[src/rtl/codec_init_sequencer.sv]
// Codec init sequencer: on INIT, writes the fixed WM8731 register table through a
// write-only, open-drain, bit-banged I2C master, then raises INIT_FINISH.
module codec_init_sequencer #(
  parameter int unsigned CLK_DIV    = 125,
  parameter logic [6:0]  DEV_ADDR   = 7'h1A,
  parameter int unsigned NUM_WRITES = 11
) (
  input  logic Clk,
  input  logic Reset,
  input  logic INIT,
  output logic INIT_FINISH,
  output logic BUSY,
  output logic ACK_ERR,
  output logic I2C_SCLK,
  output logic I2C_SDAT_OE,
  input  logic I2C_SDAT_IN
);

  localparam int unsigned DIV_W = (CLK_DIV > 1) ? $clog2(CLK_DIV) : 1;
  localparam int unsigned IDX_W = $clog2(NUM_WRITES + 1);
  localparam logic [DIV_W-1:0] DIV_LAST = DIV_W'(CLK_DIV - 1);

  typedef enum logic [2:0] {
    S_IDLE, S_START, S_SHIFT, S_ACK, S_STOP, S_GAP, S_NEXT, S_DONE
  } state_t;

  state_t           state;
  logic [DIV_W-1:0] div;
  logic             tick;
  logic [1:0]       qtr;
  logic [2:0]       bit_cnt;
  logic [1:0]       byte_cnt;
  logic [7:0]       sh;
  logic             nack;
  logic [IDX_W-1:0] idx;

  // Write table entries as {reg[6:0], data[8:0]}
  function automatic logic [15:0] table_entry(input logic [IDX_W-1:0] i);
    case (32'(i))
      32'd0:   table_entry = {7'd15, 9'h000};
      32'd1:   table_entry = {7'd0,  9'h017};
      32'd2:   table_entry = {7'd1,  9'h017};
      32'd3:   table_entry = {7'd2,  9'h079};
      32'd4:   table_entry = {7'd3,  9'h079};
      32'd5:   table_entry = {7'd4,  9'h012};
      32'd6:   table_entry = {7'd5,  9'h000};
      32'd7:   table_entry = {7'd6,  9'h000};
      32'd8:   table_entry = {7'd7,  9'h00A};
      32'd9:   table_entry = {7'd8,  9'h000};
      32'd10:  table_entry = {7'd9,  9'h001};
      default: table_entry = 16'h0000;
    endcase
  endfunction

  function automatic logic [7:0] tx_byte(input logic [15:0] e, input logic [1:0] n);
    case (n)
      2'd0:    tx_byte = {DEV_ADDR, 1'b0};
      2'd1:    tx_byte = e[15:8];
      default: tx_byte = e[7:0];
    endcase
  endfunction

  logic [15:0] entry;
  logic [7:0]  cur_byte;
  logic [7:0]  nxt_byte;

  assign entry    = table_entry(idx);
  assign cur_byte = tx_byte(entry, byte_cnt);
  assign nxt_byte = tx_byte(entry, byte_cnt + 2'd1);

  // Sequencer FSM; tick is a registered strobe, one cycle after the divider wraps
  always_ff @(posedge Clk) begin
    if (Reset) begin
      state       <= S_IDLE;
      div         <= '0;
      tick        <= 1'b0;
      qtr         <= 2'd0;
      bit_cnt     <= 3'd0;
      byte_cnt    <= 2'd0;
      sh          <= 8'h00;
      nack        <= 1'b0;
      idx         <= '0;
      INIT_FINISH <= 1'b0;
      BUSY        <= 1'b0;
      ACK_ERR     <= 1'b0;
      I2C_SCLK    <= 1'b1;
      I2C_SDAT_OE <= 1'b0;
    end else begin
      if (state != S_IDLE && state != S_DONE) begin
        div  <= (div == DIV_LAST) ? '0 : div + DIV_W'(1);
        tick <= (div == DIV_LAST);
      end

      case (state)
        S_IDLE: if (INIT) begin
          state       <= S_START;
          BUSY        <= 1'b1;
          ACK_ERR     <= 1'b0;
          idx         <= '0;
          div         <= '0;
          tick        <= 1'b0;
          qtr         <= 2'd0;
          byte_cnt    <= 2'd0;
          I2C_SCLK    <= 1'b1;
          I2C_SDAT_OE <= 1'b0;
        end

        S_START: if (tick) begin
          qtr <= qtr + 2'd1;
          case (qtr)
            2'd0: I2C_SDAT_OE <= 1'b1;
            2'd1: I2C_SCLK    <= 1'b0;
            2'd3: begin
              state       <= S_SHIFT;
              bit_cnt     <= 3'd0;
              I2C_SDAT_OE <= ~cur_byte[7];
              sh          <= {cur_byte[6:0], 1'b0};
            end
            default: ;
          endcase
        end

        S_SHIFT: if (tick) begin
          qtr <= qtr + 2'd1;
          case (qtr)
            2'd0: I2C_SCLK <= 1'b1;
            2'd2: I2C_SCLK <= 1'b0;
            2'd3: begin
              if (bit_cnt == 3'd7) begin
                state       <= S_ACK;
                I2C_SDAT_OE <= 1'b0;
              end else begin
                bit_cnt     <= bit_cnt + 3'd1;
                I2C_SDAT_OE <= ~sh[7];
                sh          <= {sh[6:0], 1'b0};
              end
            end
            default: ;
          endcase
        end

        S_ACK: if (tick) begin
          qtr <= qtr + 2'd1;
          case (qtr)
            2'd0: I2C_SCLK <= 1'b1;
            2'd2: begin
              I2C_SCLK <= 1'b0;
              nack     <= I2C_SDAT_IN;
            end
            2'd3: begin
              if (nack || byte_cnt == 2'd2) begin
                state       <= S_STOP;
                I2C_SDAT_OE <= 1'b1;
                ACK_ERR     <= ACK_ERR | nack;
              end else begin
                state       <= S_SHIFT;
                byte_cnt    <= byte_cnt + 2'd1;
                bit_cnt     <= 3'd0;
                I2C_SDAT_OE <= ~nxt_byte[7];
                sh          <= {nxt_byte[6:0], 1'b0};
              end
            end
            default: ;
          endcase
        end

        S_STOP: if (tick) begin
          qtr <= qtr + 2'd1;
          case (qtr)
            2'd0: I2C_SCLK    <= 1'b1;
            2'd1: I2C_SDAT_OE <= 1'b0;
            2'd3: state       <= S_GAP;
            default: ;
          endcase
        end

        S_GAP: if (tick) begin
          qtr <= qtr + 2'd1;
          if (qtr == 2'd3) state <= S_NEXT;
        end

        // Takes one cycle out of the following START's idle first quarter
        S_NEXT: begin
          idx <= idx + IDX_W'(1);
          if (32'(idx) + 32'd1 < NUM_WRITES) begin
            state    <= S_START;
            byte_cnt <= 2'd0;
          end else begin
            state       <= S_DONE;
            BUSY        <= 1'b0;
            INIT_FINISH <= 1'b1;
          end
        end

        S_DONE: if (!INIT) begin
          state       <= S_IDLE;
          INIT_FINISH <= 1'b0;
        end

        default: state <= S_IDLE;
      endcase
    end
  end

endmodule

[config.mk]
export PLATFORM = sky130hd
export DESIGN_NAME = codec_init_sequencer
export DESIGN_NICKNAME = d
export VERILOG_FILES = /design/src/rtl/codec_init_sequencer.sv
export SDC_FILE = /design/constraint.sdc
export NUM_CORES = 1
export LEC_CHECK = 0
export BUFFER_PORTS_ARGS = -buffer_cell sky130_fd_sc_hd__buf_4
export CORE_MARGIN = 2
export CORE_UTILIZATION = 37
export CTS_CLUSTER_SIZE = 25
export DETAILED_ROUTE_END_ITERATION = 10
export HOLD_SLACK_MARGIN = 0.06
export SLEW_MARGIN = 20
export SYNTH_ARGS = -nofsm -noshare
export SYNTH_HDL_FRONTEND = slang
export SYNTH_SLANG_ARGS = --single-unit
[constraint.sdc]
create_clock -name Clk -period 2.29 [get_ports Clk]
set_input_delay 0.1145 -clock Clk [delete_from_list [all_inputs] [get_ports Clk]]
set_output_delay 0.1145 -clock Clk [all_outputs]
set_load 0.01 [all_outputs]
==> results.toml, run 1 <==
[synthesis]
synth_top_family_by_area = "compound AO/OA/AOI/OAI gates"
ys_warn_count = 0
synth_top_cells_by_count = "dfxtp_1 (45), nor2_1 (34), a21oi_1 (22), ha_1 (19)"
muxShareOfSynthArea_pct = 1.53
netlist-cell-type-count = 64
synth_top_area_share_pct = 34.5
yosys.area_share.simple_pct = 23.5
synth_ff_type = "dfxtp_1"
yosys.area_share.adder_pct = 9.10
synth-seq-cells = 45
synth_cells = 311
synthArstFlopShare_pct = 0
synth.top_cells.by_area = "dfxtp_1 (34%), ha_1 (9.1%), nor2_1 (4.9%)"
yosysMostFrequentCell = "dfxtp_1"
synthXorXnorAreaFrac_pct = 2.68
synth_compound_area_share_pct = 23.6
synth_area_um2 = 2610
syn-num-nets = 334
yosysTopAreaCell = "dfxtp_1"
synth.yosys.seq_area_share_pct = 34.5
synth_area_per_cell_um2 = 8.40
synth_edf_count = 0

[power_and_ir_drop]
p_clk_share_pct = 40.8
seqPwrFrac_pct = 51.6
powerDensity_nw_per_um2 = 523
p_sw_uw = 353
intPower_mw = 1.19
ir_drop_v = 0.000248
p_leak_nw = 1.07
swShare_pct = 22.9
power.total_mw = 1.54
pwr-share-comb_pct = 7.6

[sta]
fin_crit_sh_pct = 94.9
layout_setup_ws_ns = 0.116
finalHoldViolCount = 0
clock.fmax_mhz = 460
tns_ns = 0
whs_ns = 0.0921
fin_worst_skew_ns = 0.0120
finalSetupViolations = 0
min_period_ns = 2.17
tightest_slew_ns = 0.555
slew_headroom_pct = 62.8
final_max_slew_viol_count = 0
rsz0062_at_grt = "false"

[cells_and_area]
fin_area_um2 = 2950
layout-drive-gt1-share_pct = 13.2
antenna_cells = 0
fin_nets = 347
syn_to_final_growth_pct = 12.9

[routing]
first_pass_iters = 4
drc = 0
drt-vias-per-instance = 5.47
postRouteAntennaNets = 0
avgRoutedWirePerCell_um = 13.8
first_iter_violations = 177
drt_wl_total_mm = 5.79
vias = 2302

[floorplanning]
fp.dieH_um = 88.0
start_util_pct = 38.4
die_area_um2 = 7750
rows = 30
core_um2 = 6790
io_pins = 9
fp.dieW_um = 88.0

[placed_design]
dp_slack_ns = 0.157
io_buffers = 8
place_congestion = 0.839
dp_hpwl_mm = 4.21
dpl_cell_area_um2 = 2810

[global_route]
grt_use_met3_pct = 3.77
grt_pass1_wl_mm = 10.1
grt_max_degree = 31
first_global_vias = 2125
overflow = 0
globalRouteMet2Util_pct = 25.5
antenna_found_initial = 0
grt.total_usage_pct = 16.1
use_met1_pct = 22.8
top_usage_layer = "met2"

[run_status]
outcome = "finished clean"

[setup_path]
r2r-end = "sh[3]"
cp-end-kind = "register"
crit_fanout = 20
rrSetupSlack_ns = 0.12
path_class = "register to register"
critPathArrivalTime_ns = 2.37
worst_setup_path_start_kind = "register"
endpoint = "sh[3]"
crit_path_start = "byte_cnt[0]"
required_ns = 2.48
r2r_start = "byte_cnt[0]"
reg2regPathDepth = 7

[clock_tree]
clock_path_buffers = 2
numCtsBuffers = 5
root_buffer = "clkbuf_8"
clkTransAtPathRegs_ns = 0.09
cts_setup_buffers = 0
clkLatencyLatePin_ns = 0.29
h-tree-depth = 2
cts.sinks = 45
cts_tree = "done"

[flow_run]
drv_cap = 0

[hold_path]
hp-class = "primary input to register"
## power by group through the flow
stage	registers (mW)	logic, mW	clock network (mW)
detailed placement	0.813	0.115	0
global route	0.796	0.133	0.693
global placement	0.812	0.116	0
finish	0.795	0.118	0.629
floorplan	0.813	0.0809	0
CTS	0.795	0.117	0.654
## area by class of cell
type,instances,area [µm²]
Fill cell,683,3840
Sequential cell,45,901
Tap cell,96,120
Clock buffer,6,82.6
Inverter,15,56.3
Clock inverter,2,37.5
Multi-Input combinational cell,235,1580
Timing Repair Buffer,22,168
## critical path, stage by stage (launching register included)
cell       delay (ns)
dfxtp_1          0.42
inv_1            0.13
ha_1             0.21
or2_2            0.32
a2111oi_2        0.39
buf_4            0.29
nor2_1           0.06
a311oi_1         0.25
## logic make-up after synthesis
kind of cell    count (synthesis)
mux                             4
buf+inv                        31
flops                          45
xor+xnor                        8
simple gates                  115
fa+ha+maj                      19
compound gates                 89
## worst min path at each step
| stage | slack [ns] | depth (start not counted) | to | start |
|---|---|---|---|---|
| floorplan | 0.26 | 2 | nack | I2C_SDAT_IN |
| global placement | 0.35 | 3 | nack | I2C_SDAT_IN |
| detailed placement | 0.36 | 3 | nack | I2C_SDAT_IN |
| CTS | 0.07 | 2 | I2C_SDAT_OE | Reset |
| global route | 0.09 | 2 | INIT_FINISH | Reset |
| finish | 0.09 | 2 | I2C_SDAT_OE | Reset |
## cell usage in the layout, fill, tap and decap left out, types with 3 or more instances in the layout
cell type  netlist  layout
a211oi_1         3       3
a21oi_1         22      22
a221oi_1         3       3
a22oi_1          4       4
a311oi_1         5       5
and2_1           4       4
buf_4            0      21
clkbuf_8         0       6
dfxtp_1         45      45
ha_1            19      19
inv_1           15      15
mux2i_1          4       4
nand2_1         16      16
nand2b_1         8       8
nand3_1         14      14
nand3b_1         3       3
nand4_1          7       7
nor2_1          34      34
nor3_1           8       8
o21ai_0         16      16
o22ai_1          3       3
o2bb2ai_1        3       3
o31ai_1          4       4
or3_1            3       3
xnor2_1          3       3
xor2_1           5       5
## routing by layer
layer | up-vias | routed length (µm)
li1 | 1168 | -
met1 | 1088 | 2880
met2 | 42 | 2680
met3 | 4 | 190
met4 | 0 | 38
met5 | - | 0
## sequential cells by signal, summed over array words and instances, names as in the netlist
signal       cells
ACK_ERR          1
qtr              2
tick             1
sh               7
BUSY             1
I2C_SCLK         1
INIT_FINISH      1
entry           10
bit_cnt          3
nack             1
idx              4
byte_cnt         2
I2C_SDAT_OE      1
state            3
div              7
## stage by stage
step / cells / utilization [%]
6_report: 421 / 43.4
5_1_grt: 421 / 43.4
4_1_cts: 421 / 43.3
3_5_place_dp: 412 / 41.4
3_3_place_gp: 412 / 41.4
2_1_floorplan: 311 / -
## what timing repair did
action | 4_1_cts | 5_1_grt
endpoints found under the setup margin | 0 | 1
hold endpoints to repair | 1 | 0
resized for setup | 0 | 1
hold buffers | 1 | 0
Power figures use the tool's default switching activity.
==> run 2, diff against run 1 <==
- clock period: 2.29 -> 2.7 ns (I/O delays scaled with it)
==> run 2 against run 1 <==
Against the previous run:
- via count decreased by 1.9%
- combinational power decreased by 18%
- maximum frequency decreased by 0.81%
- final cell count down 1.2%
- sequential power fell by 15%
- sequential share of layout area increased by 0.46 points
- clock power decreased by 16%
- clock-buffer cell count stayed put
- critical path depth increased by 2
- largest power group unchanged
==> results.toml, run 2 (synthesis gave the netlist of run 1 again) <==
[routing]
drt_wl_total_mm = 5.86
vias = 2258
first_iter_violations = 166
avgRoutedWirePerCell_um = 14.1
first_pass_iters = 4
postRouteAntennaNets = 0
drt-vias-per-instance = 5.43
drc = 0

[floorplanning]
io_pins = 9
fp.dieH_um = 88.0
fp.dieW_um = 88.0
rows = 30
die_area_um2 = 7750
core_um2 = 6790
start_util_pct = 38.4

[sta]
slew_headroom_pct = 57.6
tns_ns = 0
fin_worst_skew_ns = 0.00819
clock.fmax_mhz = 456
finalHoldViolCount = 0
layout_setup_ws_ns = 0.509
finalSetupViolations = 0
final_max_slew_viol_count = 0
min_period_ns = 2.19
fin_crit_sh_pct = 81.2
tightest_slew_ns = 0.631
rsz0062_at_grt = "false"

[placed_design]
place_congestion = 0.837
dp_slack_ns = 0.527
dp_hpwl_mm = 4.15
io_buffers = 8

[clock_tree]
numCtsBuffers = 5
clkTransAtPathRegs_ns = 0.08
clkLatencyLatePin_ns = 0.30
root_buffer = "clkbuf_8"
cts.sinks = 45
cts_tree = "done"
clock_path_buffers = 2
post_cts_resized = 0
h-tree-depth = 2

[cells_and_area]
layout-drive-gt1-share_pct = 11.6
largest_reg_flops = 10
fin_nets = 342
utilization_pct = 42.8
antenna_cells = 0
syn_to_final_growth_pct = 11.3
fillerInstances = 689
layout_common_cells = "dfxtp_1 (45), nor2_1 (34), a21oi_1 (22)"
final_common_cell = "dfxtp_1"

[power_and_ir_drop]
powerDensity_nw_per_um2 = 448
p_leak_nw = 1.04
ir_drop_v = 0.000234
power.total_mw = 1.30

[global_route]
first_global_vias = 2045
overflow = 0
grt_max_degree = 42
globalRouteMet2Util_pct = 25.1
grt.total_usage_pct = 15.9
grt_pass1_wl_mm = 9.79
grt_use_met3_pct = 3.11
top_usage_layer = "met2"
antenna_found_initial = 0
use_met1_pct = 22.2

[setup_path]
r2r_start = "state[0]"
crit_fanout = 7
path_class = "register to register"
critPathArrivalTime_ns = 2.39
required_ns = 2.89
worst_setup_path_start_kind = "register"
crit_path_start = "state[0]"
cp-end-kind = "register"

[hold_path]
hp-class = "primary input to register"
min_from = "INIT"

[flow_run]
drv_cap = 0

[run_status]
outcome = "finished clean"
run 2: changes by cell type in the layout (fill, tap and decap cells not counted):
cell	before	now
a2111oi_2	2	1
buf_4	21	16
a2111oi_0	1	2
run 2: where the power goes:
| part | switching (mW) | internal (mW) | leakage (nW) | total (mW) |
|---|---|---|---|---|
| Combinational | 0.0604 | 0.0366 | 0.622 | 0.0970 |
| Sequential | 0.00457 | 0.669 | 0.363 | 0.673 |
| Clock | 0.230 | 0.301 | 0.0574 | 0.531 |
run 2: metal layers:
| layer | up-vias | wire length [µm] |
|---|---|---|
| li1 | 1156 | - |
| met4 | 0 | 66 |
| met5 | - | 0 |
| met1 | 1069 | 2980 |
| met3 | 8 | 141 |
| met2 | 25 | 2670 |
run 2: cell type report:
type | count | area (µm²) | share of cell area, %
multi-input cells | 235 | 1580 | 54.3
well taps | 96 | 120 | 4.13
clock inverters | 2 | 37.5 | 1.29
clock buffers | 6 | 82.6 | 2.84
flip-flops and latches | 45 | 901 | 31.0
inverters | 15 | 56.3 | 1.94
repair buffers | 17 | 130 | 4.48
run 2: per-stage QoR:
step | instance area, µm² | hold slack, ns | cells
floorplan | 2610 | 0.279 | 311
global placement | 2780 | 0.367 | 407
detailed placement | 2780 | 0.375 | 407
CTS | 2910 | 0.209 | 416
global route | 2910 | 0.237 | 416
finish | 2910 | 0.214 | 416
run 2: path summary, 6_finish.rpt:
path / to / cells past startpoint / slack [ns]
worst min register to register: sh[1] / 2 / 0.46
worst min-delay path: INIT_FINISH / 3 / 0.21
worst max-delay path: entry[1] / 9 / 0.51
worst max register to register: entry[1] / 9 / 0.51
run 2: worst max-delay path: stages, from the launching register on:
cell and delay (ns):
dfxtp_1 0.34, and2b_2 0.31, nor2_1 0.07, a2111oi_0 0.38, buf_4 0.20, inv_1 0.07
ha_1 0.22, nand2b_1 0.17, nor3_1 0.07, a211o_1 0.28
run 2: timing repair:
item | 4_1_cts | 5_1_grt
endpoints found under the hold margin | 1 | 0
buffers inserted | 0 | 0
hold buffers | 1 | 0
setup endpoints to repair | 0 | 0
